<file path="config.mk">
export PLATFORM = sky130hd
export DESIGN_NAME = frame_deframer_rx_flat
export DESIGN_NICKNAME = d
export VERILOG_FILES = /design/src/rtl/frame_deframer_rx_if.sv /design/src/rtl/frame_deframer_rx.sv /design/src/flat_wrapper.sv
export SDC_FILE = /design/constraint.sdc
export NUM_CORES = 1
export LEC_CHECK = 0
export BUFFER_PORTS_ARGS = -buffer_cell sky130_fd_sc_hd__buf_4
export CAP_MARGIN = 20
export CELL_PAD_IN_SITES_DETAIL_PLACEMENT = 1
export CELL_PAD_IN_SITES_GLOBAL_PLACEMENT = 1
export CORE_MARGIN = 1.5
export CORE_UTILIZATION = 41
export CTS_BUF_LIST = sky130_fd_sc_hd__clkbuf_16
export DETAILED_ROUTE_END_ITERATION = 7
export PLACE_DENSITY = 0.77
export SYNTH_ARGS = -nofsm -noshare
export SYNTH_HDL_FRONTEND = slang
export SYNTH_SLANG_ARGS = --single-unit
</file>
<file path="constraint.sdc">
create_clock -name sysclk -period 1.4 [get_ports sysclk]
set_input_delay 0.21 -clock sysclk [delete_from_list [all_inputs] [get_ports sysclk]]
set_output_delay 0.21 -clock sysclk [all_outputs]
set_load 0.02 [all_outputs]
</file>
<file path="src/rtl/frame_deframer_rx_if.sv">
// Bit-stream input and byte/status output bundle of the receive deframer.
// The bit-recovery side drives the master modport, the deframer is the slave.
interface frame_deframer_rx_if #(
   parameter int DATA_W = 8
);
   logic              bit_en;
   logic              bit_in;
   logic [DATA_W-1:0] data_out;
   logic              data_valid;
   logic              parity_err;
   logic              locked;
   logic [7:0]        good_cnt;
   logic [7:0]        err_cnt;

   modport master (
      output bit_en,
      output bit_in,
      input  data_out,
      input  data_valid,
      input  parity_err,
      input  locked,
      input  good_cnt,
      input  err_cnt
   );

   modport slave (
      input  bit_en,
      input  bit_in,
      output data_out,
      output data_valid,
      output parity_err,
      output locked,
      output good_cnt,
      output err_cnt
   );
endinterface

</file>
<file path="src/rtl/frame_deframer_rx.sv">
// Receive deframer: hunts for the sync word in a strobed serial stream, collects an
// MSB-first payload, checks even parity and reports each frame with a 1-cycle strobe.
module frame_deframer_rx #(
   parameter int                DATA_W    = 8,
   parameter int                SYNC_W    = 8,
   parameter logic [SYNC_W-1:0] SYNC_WORD = 8'b0111_1110,
   parameter bit                PARITY_EN = 1'b1
) (
   input logic               sysclk,
   input logic               reset,
   frame_deframer_rx_if.slave bus
);

   localparam int CNT_W = $clog2(DATA_W + 1);

   typedef enum logic [1:0] {
      HUNT,
      DATA,
      PAR,
      DONE
   } state_e;

   state_e            state_q, state_d;
   logic [SYNC_W-1:0] syncSr_q, syncSr_d;
   logic [DATA_W-1:0] dataSr_q, dataSr_d;
   logic [CNT_W-1:0]  bitCnt_q, bitCnt_d;
   logic              ok_q, ok_d;
   logic [DATA_W-1:0] dataOut_q, dataOut_d;
   logic              dataValid_q, dataValid_d;
   logic              parityErr_q, parityErr_d;
   logic              locked_q, locked_d;
   logic [7:0]        goodCnt_q, goodCnt_d;
   logic [7:0]        errCnt_q, errCnt_d;

   logic [SYNC_W-1:0] syncShift;
   logic              syncMatch;
   logic              lastDataBit;
   logic              frameOk;

   // The match test looks at the shift register including the bit being taken now.
   assign syncShift   = {syncSr_q[SYNC_W-2:0], bus.bit_in};
   assign syncMatch   = (syncShift == SYNC_WORD);
   assign lastDataBit = (bitCnt_q == CNT_W'(DATA_W - 1));
   assign frameOk     = PARITY_EN ? ok_q : 1'b1;

   always_ff @(posedge sysclk or posedge reset) begin
      if (reset) begin
         state_q <= HUNT;
      end else begin
         state_q <= state_d;
      end
   end

   always_comb begin
      state_d = state_q;
      unique case (state_q)
         HUNT: begin
            if (bus.bit_en && syncMatch) begin
               state_d = DATA;
            end
         end
         DATA: begin
            if (bus.bit_en && lastDataBit) begin
               state_d = PARITY_EN ? PAR : DONE;
            end
         end
         PAR: begin
            if (bus.bit_en) begin
               state_d = DONE;
            end
         end
         DONE: begin
            state_d = HUNT;
         end
         default: begin
            state_d = HUNT;
         end
      endcase
   end

   // DONE ignores bit_en entirely, so a strobe landing in that cycle is dropped.
   always_comb begin
      syncSr_d    = syncSr_q;
      dataSr_d    = dataSr_q;
      bitCnt_d    = bitCnt_q;
      ok_d        = ok_q;
      dataOut_d   = dataOut_q;
      dataValid_d = 1'b0;
      parityErr_d = 1'b0;
      locked_d    = locked_q;
      goodCnt_d   = goodCnt_q;
      errCnt_d    = errCnt_q;
      unique case (state_q)
         HUNT: begin
            if (bus.bit_en) begin
               syncSr_d = syncShift;
               if (syncMatch) begin
                  bitCnt_d = '0;
                  locked_d = 1'b1;
               end
            end
         end
         DATA: begin
            if (bus.bit_en) begin
               dataSr_d = {dataSr_q[DATA_W-2:0], bus.bit_in};
               bitCnt_d = bitCnt_q + CNT_W'(1);
            end
         end
         PAR: begin
            if (bus.bit_en) begin
               ok_d = ~(^dataSr_q ^ bus.bit_in);
            end
         end
         DONE: begin
            dataOut_d = dataSr_q;
            locked_d  = 1'b0;
            syncSr_d  = '0;
            if (frameOk) begin
               dataValid_d = 1'b1;
               if (goodCnt_q != 8'hFF) begin
                  goodCnt_d = goodCnt_q + 8'd1;
               end
            end else begin
               parityErr_d = 1'b1;
               if (errCnt_q != 8'hFF) begin
                  errCnt_d = errCnt_q + 8'd1;
               end
            end
         end
         default: begin
            syncSr_d = '0;
         end
      endcase
   end

   always_ff @(posedge sysclk or posedge reset) begin
      if (reset) begin
         syncSr_q    <= '0;
         dataSr_q    <= '0;
         bitCnt_q    <= '0;
         ok_q        <= 1'b0;
         dataOut_q   <= '0;
         dataValid_q <= 1'b0;
         parityErr_q <= 1'b0;
         locked_q    <= 1'b0;
         goodCnt_q   <= '0;
         errCnt_q    <= '0;
      end else begin
         syncSr_q    <= syncSr_d;
         dataSr_q    <= dataSr_d;
         bitCnt_q    <= bitCnt_d;
         ok_q        <= ok_d;
         dataOut_q   <= dataOut_d;
         dataValid_q <= dataValid_d;
         parityErr_q <= parityErr_d;
         locked_q    <= locked_d;
         goodCnt_q   <= goodCnt_d;
         errCnt_q    <= errCnt_d;
      end
   end

   assign bus.data_out   = dataOut_q;
   assign bus.data_valid = dataValid_q;
   assign bus.parity_err = parityErr_q;
   assign bus.locked     = locked_q;
   assign bus.good_cnt   = goodCnt_q;
   assign bus.err_cnt    = errCnt_q;

endmodule

</file>
<file path="src/flat_wrapper.sv">
// flat-port wrapper written by rule: the top's interface ports become plain ports
module frame_deframer_rx_flat 
#(
   parameter int                DATA_W    = 8,
   parameter int                SYNC_W    = 8,
   parameter logic [SYNC_W-1:0] SYNC_WORD = 8'b0111_1110,
   parameter bit                PARITY_EN = 1'b1
)
  (sysclk, reset, bus_bit_en, bus_bit_in, bus_data_out, bus_data_valid, bus_parity_err, bus_locked, bus_good_cnt, bus_err_cnt);
  frame_deframer_rx_if #(.DATA_W(DATA_W)) bus_i ();
  input logic sysclk;
  input logic reset;
  input wire logic [$bits(bus_i.bit_en)-1:0] bus_bit_en;
  input wire logic [$bits(bus_i.bit_in)-1:0] bus_bit_in;
  output wire logic [$bits(bus_i.data_out)-1:0] bus_data_out;
  output wire logic [$bits(bus_i.data_valid)-1:0] bus_data_valid;
  output wire logic [$bits(bus_i.parity_err)-1:0] bus_parity_err;
  output wire logic [$bits(bus_i.locked)-1:0] bus_locked;
  output wire logic [$bits(bus_i.good_cnt)-1:0] bus_good_cnt;
  output wire logic [$bits(bus_i.err_cnt)-1:0] bus_err_cnt;
  assign bus_i.bit_en = bus_bit_en;
  assign bus_i.bit_in = bus_bit_in;
  assign bus_data_out = bus_i.data_out;
  assign bus_data_valid = bus_i.data_valid;
  assign bus_parity_err = bus_i.parity_err;
  assign bus_locked = bus_i.locked;
  assign bus_good_cnt = bus_i.good_cnt;
  assign bus_err_cnt = bus_i.err_cnt;
  frame_deframer_rx #(.DATA_W(DATA_W), .SYNC_W(SYNC_W), .SYNC_WORD(SYNC_WORD), .PARITY_EN(PARITY_EN)) u_core (.sysclk(sysclk), .reset(reset), .bus(bus_i));
endmodule
</file>
==> flow_summary_export.csv <==
group,metric,value,unit
timing,tns,-3.08,ns
die,dieHeight,78.9,µm
logic_synthesis,synth_area_leaders,"dfrtp_1, mux2_2, ha_1, xnor2_1, xor2_1",
routing,detail-route-antenna-nets,0,
die,dieArea,6220,µm²
timing,skew,0.00643,ns
place,numPortBuffers,30,
final_layout,fillCellCount,564,
run_status,violations,"setup timing",
min_path,min_path_type,"in -> reg",
die,start_util,42.6,%
place,place_congestion,0.747,
timing,tightest_slew,0.365,ns
logic_synthesis,synth_top_cell_area_share,51.9,%
min_path,min_path_cells,2,
timing,post-route-period-util,116,%
critical_path,crit_type,"reg -> reg",
power,sw_frac_of_total,37.6,%
power,p_comb_share,56.1,%
timing,period_needed,1.63,ns
logic_synthesis,yosysTopAreaCell,"dfrtp_1",
cts,clock_sinks,49,
routing,drc_errors,0,
critical_path,crit_fanout,4,
power,p_per_area,2290,nW/µm²
power,p_int,5.10,mW
logic_synthesis,ys_async_sr_fraction,100,%
final_layout,drive_gt1_share,54.5,%
die,die_w,78.9,µm
global_route,grt_start_max_net_pins,50,
die,std_cell_rows,27,
global_route,grt_util_met3,3.68,%
timing,hold_viol_final,0,
critical_path,r2r_cells,6,
routing,via_per_inst,5.35,
critical_path,cp-start-kind,"flip-flop",
power,p_leak,1.69,nW
routing,wl_per_cell,19.7,µm
global_route,grt.met2_usage,42.8,%
cts,cts_max_level,2,
cts,cts_buffers,5,
timing,slew_viol_final,0,
logic_synthesis,ys_seq_area_share,51.9,%
global_route,grt_use_total,23.6,%
logic_synthesis,synth.distinct_cells,43,
place,pre_cts_ws,-0.170,ns
flow_run,cap_violations,0,
critical_path,critical-path-slowest-cell,"dfrtp_2",
power,power_frac_clock,15.3,%
critical_path,critPathMaxStageDelay,0.45,ns
logic_synthesis,synth_ff_type,"dfrtp_1",
global_route,grtUsageMet1,27.7,%
run_status,status,"finished with violations",
critical_path,cp_data_required_time,1.61,ns
cts,clk_latency,0.30,ns
routing,vias,1927,
global_route,busiest_layer,"met2",
logic_synthesis,synth-edff-count,0,
routing,wl,7080,µm
place,dp_hpwl,4010,µm
global_route,overflow,0,
timing,finalSetupViolCount,36,
logic_synthesis,post-synth-top-count-cell,"dfrtp_1",
final_layout,final_nets,299,
final_layout,stdcell_count,360,
critical_path,arrival,1.84,ns
routing,drtIter0Drc,46,
cts,cts_tree,"done",
die,pin_count,31,
global_route,grt_pass1_wl,11000,µm
cts,path_clk_slew,0.07,ns
power,finalPower,8.17,mW
logic_synthesis,ys_warn_count,0,
timing,max_freq,614,MHz
logic_synthesis,syn_nets,214,
global_route,grt_pass1_vias,2077,
logic_synthesis,ys_top_cells_by_count,"dfrtp_1, mux2_2, nand2_1, o21ai_0",
logic_synthesis,syn_area,2360,µm²
final_layout,n_antenna_cell,0,
logic_synthesis,synth_area_per_cell,11.7,µm²
timing,maxSlewHeadroom,75.7,%
global_route,antenna_found_initial,0,
power,peakVddDrop,0.00127,V
routing,drtPass1Iterations,4,
logic_synthesis,syn-instance-count,202,
cts,cts_buffer_depth,2,
critical_path,endpoint_kind,"flip-flop",
power,switching_power,3.07,mW
place,place_inst,338,
die,core,5540,µm²
power,seq_power_share,28.6,%
timing,rsz0062_at_grt,"true",
final_layout,area_growth,50.9,%
logic_synthesis,synth_seq_cells,49,
cts,cts_root_buf,"clkbuf_16",
timing,final.setup.worst_slack,-0.229,ns
critical_path,crit_chain,"buf_6 > ha_4 > nand2b_4 > a311oi_4 > and3_4 > xor2_1",
layout by cell type (no fill, tap or decap), drive strengths merged, types with 2 or more instances in the layout:
cell      instances
buf              83
clkbuf            5
nor2b            10
nand2            15
clkinvlp          3
inv               8
o21ai            12
dfrtp            49
and3              2
xnor2            10
and4              2
a41oi             2
xor2             10
a21o              2
nor2              4
and2              4
ha                8
nor3              4
mux2             19
nand4             2
a21oi             8
nand3             9
final timing paths:
path	startpoint	end	slack, ns
max in group asynchronous	reset	u_core.state_q[1]	0.59
worst max register to register	u_core.state_q[1]	u_core.bus.err_cnt[4]	-0.23
min in group asynchronous	reset	u_core.bus.err_cnt[5]	0.56
worst min register to register	u_core.bus.data_out[4]	u_core.bus.data_out[4]	0.51
worst min-delay path	bus_bit_in	u_core.dataSr_q[0]	0.21
worst max-delay path	u_core.state_q[1]	u_core.bus.err_cnt[4]	-0.23
power groups by stage:
stage / Clock [mW] / Combinational [mW] / Sequential, mW
2_1_floorplan: 0 / 1.94 / 2.63
3_3_place_gp: 0 / 3.60 / 2.27
3_5_place_dp: 0 / 3.73 / 2.32
4_1_cts: 1.27 / 4.14 / 2.31
5_1_grt: 1.32 / 4.84 / 2.40
6_report: 1.25 / 4.58 / 2.34
layer usage:
layer	part of all wire, %	vias up
met1	41	990
met3	2.9	19
li1	-	875
met2	53	43
met4	3.0	0
met5	0	-
sequential cells by signal (all words and copies together), names as in the netlist, 2 cells and up:
| register | cells |
|---|---|
| u_core.bitCnt_q | 4 |
| u_core.bus.data_out | 8 |
| u_core.bus.err_cnt | 8 |
| u_core.bus.good_cnt | 8 |
| u_core.dataSr_q | 8 |
| u_core.state_q | 2 |
| u_core.syncSr_q | 7 |
worst max-delay path: cells and delay by family, from the launching register on:
family	cells	cell delay (ns)
xor+xnor	1	0.15
buf+inv	1	0.12
simple gates	2	0.33
fa+ha+maj	1	0.16
flops	1	0.45
compound gates	1	0.33
per-stage QoR:
step	util, %	hold slack (ns)	cell area (µm²)
after floorplan	-	0.246	2480
after global placement	55.5	0.299	3070
after detailed placement	55.5	0.301	3070
after CTS	61.7	0.205	3420
after global routing	64.3	0.210	3560
final	64.3	0.211	3560
cell type report:
type	instances	area, µm²	area share, %
Multi-Input combinational cell	139	1350	37.9
Sequential cell	49	1230	34.6
Timing Repair Buffer	84	703	19.7
Clock buffer	5	125	3.51
Tap cell	72	90.1	2.53
Inverter	8	36.3	1.02
Clock inverter	3	26.3	0.737
cell families (layout without fill, tap and decap cells):
group                    Yosys count  in the layout  share of synthesized area [%]
AO/OA/AOI/OAI                     33             33                           9.65
XOR/XNOR                          21             21                           8.37
adder cells (fa/ha/maj)            8              8                           4.24
buffers and inverters             14            100                           2.49
flip-flops                        49             49                           51.9
multiplexers                      20             20                           9.64
AND/OR/NAND/NOR                   57             57                           13.7
timing repair:
item,in CTS,in global routing
pin swaps,12,15
hold buffers,1,0
gates resized for setup,24,37
buffers inserted,9,6
cloned,0,0
setup endpoints to repair,35,46
endpoints found under the hold margin,44,0
Note: power is estimated with default switching activity, not from simulation.
